### src/rtl/aggregate_param.sv
// aggregate_param: packs a stream of IN_W-bit beats into OUT_W-bit words and
// marks frame boundaries (a frame is a contiguous run of axiiv high).
// Each word carries a last flag and a valid-beat count, and an optional
// per-frame word cap drops the tail of a frame.
// Build option: define AGGREGATE_FLUSH_EN to emit a partial trailing word
// with its beat count. When it is undefined, that word is discarded and
// axioerr pulses instead.
module aggregate_param #(
  parameter int IN_W         = 2,
  parameter int OUT_W        = 32,
  parameter int FIRST_IN_MSB = 1,
  parameter int MAX_WORDS    = 0
) (
  input  logic                             clk,
  input  logic                             rst,
  input  logic                             axiiv,
  input  logic [IN_W-1:0]                  axiid,
  output logic                             axiov,
  output logic [OUT_W-1:0]                 axiod,
  output logic                             axiolast,
  output logic [$clog2(OUT_W/IN_W+1)-1:0]  axiokeep,
  output logic                             axioerr
);

  localparam int BEATS = OUT_W / IN_W;
  localparam int KW    = $clog2(BEATS + 1);
  localparam int WC_W  = (MAX_WORDS > 0) ? $clog2(MAX_WORDS + 1) : 1;
  localparam logic [KW-1:0] LAST_IDX  = KW'(BEATS - 1);
  localparam logic [KW-1:0] FULL_KEEP = KW'(BEATS);

  // Drop a beat into its slot; the first beat of a word sits at the end
  // selected by FIRST_IN_MSB, so a partial word is already left in place.
  function automatic logic [OUT_W-1:0] place_beat(input logic [OUT_W-1:0] base,
                                                  input logic [IN_W-1:0]  beat,
                                                  input logic [KW-1:0]    idx);
    logic [OUT_W-1:0] slot;
    int               sh;
    slot = OUT_W'(beat);
    if (FIRST_IN_MSB != 0) sh = (BEATS - 1 - int'(idx)) * IN_W;
    else                   sh = int'(idx) * IN_W;
    return base | (slot << sh);
  endfunction

  logic [OUT_W-1:0] acc_p0;
  logic [KW-1:0]    bcnt_p0;
  logic [WC_W-1:0]  wcnt_p0;
  logic [OUT_W-1:0] hold_p1;
  logic             vld_p1;

  logic             capped;
  logic             take;
  logic             word_done;
  logic             emit_full;
  logic             partial;
  logic [OUT_W-1:0] acc_nxt;

  assign capped    = (MAX_WORDS > 0) && (wcnt_p0 == WC_W'(MAX_WORDS));
  assign take      = axiiv && !capped;
  assign word_done = take && (bcnt_p0 == LAST_IDX);
  assign emit_full = vld_p1 && (take || !axiiv);
  assign partial   = !axiiv && !vld_p1 && (bcnt_p0 != '0);
  assign acc_nxt   = place_beat((bcnt_p0 == '0) ? '0 : acc_p0, axiid, bcnt_p0);

  // Stage p0 -> p1: accumulate beats, hand full words to the holding register
  always_ff @(posedge clk or negedge rst) begin
    if (!rst) begin
      acc_p0  <= '0;
      bcnt_p0 <= '0;
      wcnt_p0 <= '0;
      hold_p1 <= '0;
      vld_p1  <= 1'b0;
    end else if (take) begin
      vld_p1 <= word_done;
      if (word_done) begin
        hold_p1 <= acc_nxt;
        bcnt_p0 <= '0;
        if (MAX_WORDS > 0) wcnt_p0 <= wcnt_p0 + WC_W'(1);
      end else begin
        acc_p0  <= acc_nxt;
        bcnt_p0 <= bcnt_p0 + KW'(1);
      end
    end else if (!axiiv) begin
      vld_p1  <= 1'b0;
      bcnt_p0 <= '0;
      wcnt_p0 <= '0;
    end
  end

  // Stage p1 -> output: release the held word, or resolve a partial tail at frame end
  always_ff @(posedge clk or negedge rst) begin
    if (!rst) begin
      axiov    <= 1'b0;
      axiod    <= '0;
      axiolast <= 1'b0;
      axiokeep <= '0;
      axioerr  <= 1'b0;
    end else begin
      axiov    <= 1'b0;
      axiod    <= '0;
      axiolast <= 1'b0;
      axiokeep <= '0;
      axioerr  <= 1'b0;
      if (emit_full) begin
        axiov    <= 1'b1;
        axiod    <= hold_p1;
        axiolast <= !axiiv;
        axiokeep <= FULL_KEEP;
      end else if (partial) begin
`ifdef AGGREGATE_FLUSH_EN
        axiov    <= 1'b1;
        axiod    <= acc_p0;
        axiolast <= 1'b1;
        axiokeep <= bcnt_p0;
`else
        axioerr  <= 1'b1;
`endif
      end
    end
  end

endmodule

### config.mk
export PLATFORM = sky130hd
export DESIGN_NAME = aggregate_param
export DESIGN_NICKNAME = d
export VERILOG_FILES = /design/src/rtl/aggregate_param.sv
export SDC_FILE = /design/constraint.sdc
export NUM_CORES = 1
export LEC_CHECK = 0
export BUFFER_PORTS_ARGS = -buffer_cell sky130_fd_sc_hd__buf_2
export CAP_MARGIN = 20
export CORE_UTILIZATION = 55
export DETAILED_ROUTE_END_ITERATION = 12
export MAX_ROUTING_LAYER = met4
export PLACE_DENSITY_LB_ADDON = 0.08
export SLEW_MARGIN = 20
export SYNTH_ARGS = -nofsm -noshare
export SYNTH_HDL_FRONTEND = slang
export SYNTH_SLANG_ARGS = --single-unit
### constraint.sdc
create_clock -name clk -period 3.1 [get_ports clk]
set_input_delay 0.31 -clock clk [delete_from_list [all_inputs] [get_ports clk]]
set_output_delay 0.31 -clock clk [all_outputs]
set_load 0.01 [all_outputs]
After elaboration in Yosys (flattened, before gate mapping)
Cells that the tools add are included.
{"block": "word_totals", "out_inout_bits": 40, "reg_bits": 110}
{"block": "classes", "n_eq_ne": 1, "add_sub_neg": 2, "bitwise": 2, "shifts": 1, "n_reduce_logical": 9, "n_mux": 10}
{"operator": "2-to-1 mux 32 bit", "n": 2}
{"operator": "OR 32 bit", "n": 1}
{"operator": "left shift 2 x 32 -> 32 bit", "n": 1}
{"operator": "2-to-1 mux 5 bit", "n": 3}
{"operator": "subtractor 4 x 5 -> 6 bit, first input constant", "n": 1}
{"operator": "adder 5 x 1 -> 5 bit, second input constant", "n": 1}
{"operator": "equality test 5 x 4 -> 1 bit, second input constant", "n": 1}
{"operator": "logical NOT 5 bit", "n": 1}
{"operator": "2-to-1 mux 1 bit", "n": 5}
{"operator": "nonzero test 5 bit", "n": 1}
{"operator": "AND reduction 2 bit", "n": 2}
{"operator": "logical AND 1 bit", "n": 3}
{"operator": "logical NOT 1 bit", "n": 2}
{"operator": "NOT 1 bit", "n": 1}

Logic depth before layout (Yosys ltp)
{"block": "depth", "depth_word": 5, "depth_mapped": 9}

Least setup slack after synthesis
Ideal clock, no wire load.
{"block": "synth_timing", "kind": "flip-flop to flip-flop", "startpoint": "register bcnt_p0[1]", "endpoint": "register acc_p0[28]", "setup_time_ns": 0.121, "stages_incl_launch_ff": 10, "synth_period_minus_slack_ns": 2.144, "arrival_ns": 2.023, "required_time_ns": 2.979, "slack_ns": 0.956, "path_cell_list": "dfrtp_1 > clkbuf_1 > inv_1 > ha_1 > or4b_4 > buf_6 > or2_1 > buf_6 > buf_6 > a22o_1"}
{"block": "synth_between", "elab_chain_len": 4, "word_cells_on_any_way": 9, "cone_classes": "add/sub (1); eq/ne (1); shift (1); mux (1); bitwise (2); reduce/logical (3)"}
{"item": "start, declared", "line": "45", "source": "logic [KW-1:0] bcnt_p0;"}
{"item": "start signal, assigned", "line": "80", "source": "bcnt_p0 <= bcnt_p0 + KW'(1);"}
{"item": "branches (longest 4 deep; another with subtractor 4 x 5 -> 6 bit)"}
{"item": "end signal, assigned", "line": "79", "source": "acc_p0 <= acc_nxt;"}
{"item": "end, declared", "line": "44", "source": "logic [OUT_W-1:0] acc_p0;"}
Several ways; the timed one is not identified.
A chain may end at the register's enable or synchronous reset.

Worst setup path in the final report
{"block": "layout_timing", "startpoint": "register bcnt_p0[1]", "endpoint": "register acc_p0[11]"}
Same word-level chain as after synthesis.

==> impl_metrics.json <==
{
  "status": "finished clean",
  "worstSetupStartpointType": "flop",
  "hold_violations": 0,
  "hpwl_um": 4844,
  "clock_latency_ns": 0.36,
  "cpPeakStageDelay_ns": 0.55,
  "relSlewSlack_pct": 42.82,
  "h-tree-depth": 3,
  "hold_class": "primary input to asynchronous set/reset pin",
  "ctsHoldBuffers": 0,
  "portBuffers": 40,
  "finClkSkew_ns": 0.01041,
  "cp-end-kind": "flop",
  "synth_warnings": 0,
  "post-place-ws_ns": 0.7515,
  "synthDistinctLibCells": 32,
  "worst_slack_ns": 0.8827,
  "clk_path_buf_depth": 2,
  "ys_ff_latch": 105,
  "fin_nets": 378,
  "power_leakage_nw": 2.311,
  "tritoncts": "built",
  "worst_slew_pin_slew_ns": 0.8576,
  "cts.repair.resized": 0,
  "placed_area_mm2": 0.004431,
  "arrival_ns": 2.46,
  "required_ns": 3.34,
  "synth.top_cell.area_share_pct": 62.24,
  "worstSetupPathType": "flop to flop",
  "netlist_instances": 346,
  "drt_iter0_markers": 188,
  "clock-sinks": 105,
  "gp_congestion": 0.8089,
  "setup_violations": 0,
  "globalRouteTotalUtil_pct": 23.13,
  "antenna_left": 0,
  "avgSynthCellArea_um2": 12.20,
  "fin_crit_sh_pct": 71.53,
  "slew_violations": 0,
  "drc": 0,
  "ys_top_cells_by_count": "dfrtp_1, a21oi_1, a22o_1",
  "cts_inserted_buffers": 9,
  "vias": 2720,
  "antenna_found_initial": 0,
  "ioPinCount": 45,
  "core_mm2": 0.007331,
  "max_freq_mhz": 451.0,
  "die_h_um": 89.61,
  "synth_most_common_cell": "dfrtp_1",
  "rsz0062_at_grt": "false",
  "whs_ns": 0.03138,
  "clkTransAtPathRegs_ns": 0.10,
  "grt_first_pass_wirelength_um": 13270,
  "dieArea_mm2": 0.008030,
  "grt_pass1_vias": 2545,
  "power_mw": 2.346,
  "layout_min_cycle_time_ns": 2.217,
  "drt_wl_total_um": 7904,
  "areaGrowthSynthToFinish_pct": 9.217,
  "cpMaxStageDelayCell": "dfrtp_1",
  "viasPerCell": 5.726,
  "ys.flop_type": "dfrtp_1",
  "firstDrtPassIters": 4,
  "synth_edf_count": 0,
  "start_util_pct": 57.59,
  "maxCapViolations": 0,
  "synthArstFlopShare_pct": 100.0,
  "setup_tns_ns": 0,
  "drive_gt1_share_pct": 20.21,
  "crit_chain": "inv_1 > ha_1 > or4b_4 > or2_2 > a22o_1",
  "synthTopCellsByArea": "dfrtp_1, a21oi_1, a22o_1",
  "overflow": 0,
  "ctsRootBufferMaster": "clkbuf_8",
  "p_per_area_mw_per_mm2": 508.8,
  "postLayoutCellArea_mm2": 0.004611,
  "seq_area_frac_synth_pct": 62.24,
  "num_rows": 31,
  "grt_max_degree": 69,
  "antennaDiodeCount": 0,
  "die_x_um": 89.61,
  "crit_path_max_fanout": 32,
  "r2r_cells": 5,
  "netlist_area_mm2": 0.004222,
  "wl_per_cell_um": 16.64,
  "post_cts_buffers": 0,
  "ir_worst_vdd_uv": 265.5,
  "synth_top_cell_by_area": "dfrtp_1"
}
-- cell type report --
class | instances | area [um2]
clock buffer | 9 | 123.9
clock inverter | 7 | 56.30
fill | 611 | 2720
inverter | 3 | 11.26
multi-input combinational | 201 | 1383
sequential | 105 | 2628
tap | 99 | 123.9
timing repair buffer | 51 | 285.3
-- critical path: cells and delay by family, from the launching register on --
family                     cells  cell delay, ns
AOI/OAI and AO/OA              1            0.32
DFF                            1            0.55
adders and majority gates      1            0.13
and+or+nand+nor                2            0.99
buffers and inverters          1            0.11
-- stage by stage --
step	utilization, %	std cells
final	62.89	475
after global routing	62.89	475
after CTS	62.89	475
after detailed placement	60.44	459
after global placement	60.44	459
after floorplan	-	349
-- cells by family (layout without fill, tap and decap cells) --
family	after synthesis	count (layout)	synth area share (%)
AOI/OAI and AO/OA	125	125	19.65
xor gates and xnor gates	2	2	0.4150
adders and majority gates	2	2	0.5927
buffers and inverters	43	70	5.335
DFF	105	105	62.24
muxes	2	2	0.5335
other	1	4	0.08883
and+or+nand+nor	66	66	11.14
-- final timing paths --
kind	end	slack, ns	from
max	acc_p0[11]	0.88	bcnt_p0[1]
min	axiod[22]	0.03	rst
max reg2reg	acc_p0[11]	0.88	bcnt_p0[1]
min reg2reg	axiod[25]	0.48	hold_p1[25]
max in group asynchronous	acc_p0[30]	2.29	rst
min in group clk	bcnt_p0[2]	0.23	axiiv
-- metal layers --
| layer | GRT usage (%) | wire (um) | up-vias |
|---|---|---|---|
| met5 | - | 0 | - |
| met4 | 9.812 | 163 | 0 |
| met3 | 5.210 | 515 | 13 |
| met2 | 31.20 | 3486 | 90 |
| met1 | 33.52 | 3738 | 1332 |
| li1 | - | - | 1285 |
-- flip-flops by register name (all words and copies together), names as in the netlist --
name	flops
acc_p0	32
axiod	32
hold_p1	32
bcnt_p0	5
axioerr	1
axiokeep	1
axiolast	1
emit_full	1
-- where the power goes --
| group | switching, mW | internal, mW |
|---|---|---|
| Clock | 0.462 | 0.299 |
| Combinational | 0.116 | 0.0535 |
| Sequential | 0.0237 | 1.39 |
| Total | 0.602 | 1.74 |
-- cell usage in the layout, fill, tap and decap left out, drive strengths merged --
cell and instances:
a21oi 60, a22o 34, a22oi 30, a31oi 1, and2 32, and3 6
and3b 4, and4b 2, buf 51, clkbuf 9, clkinv 3, clkinvlp 3
conb 4, dfrtp 105, ha 2, inv 4, mux2 2, nand2 2
nand3 1, nand4b 1, nor2 4, nor2b 1, nor3b 4, nor4 1
nor4b 3, nor4bb 3, or2 1, or4b 1, xnor2 1, xor2 1
Power figures use the tool's default switching activity.
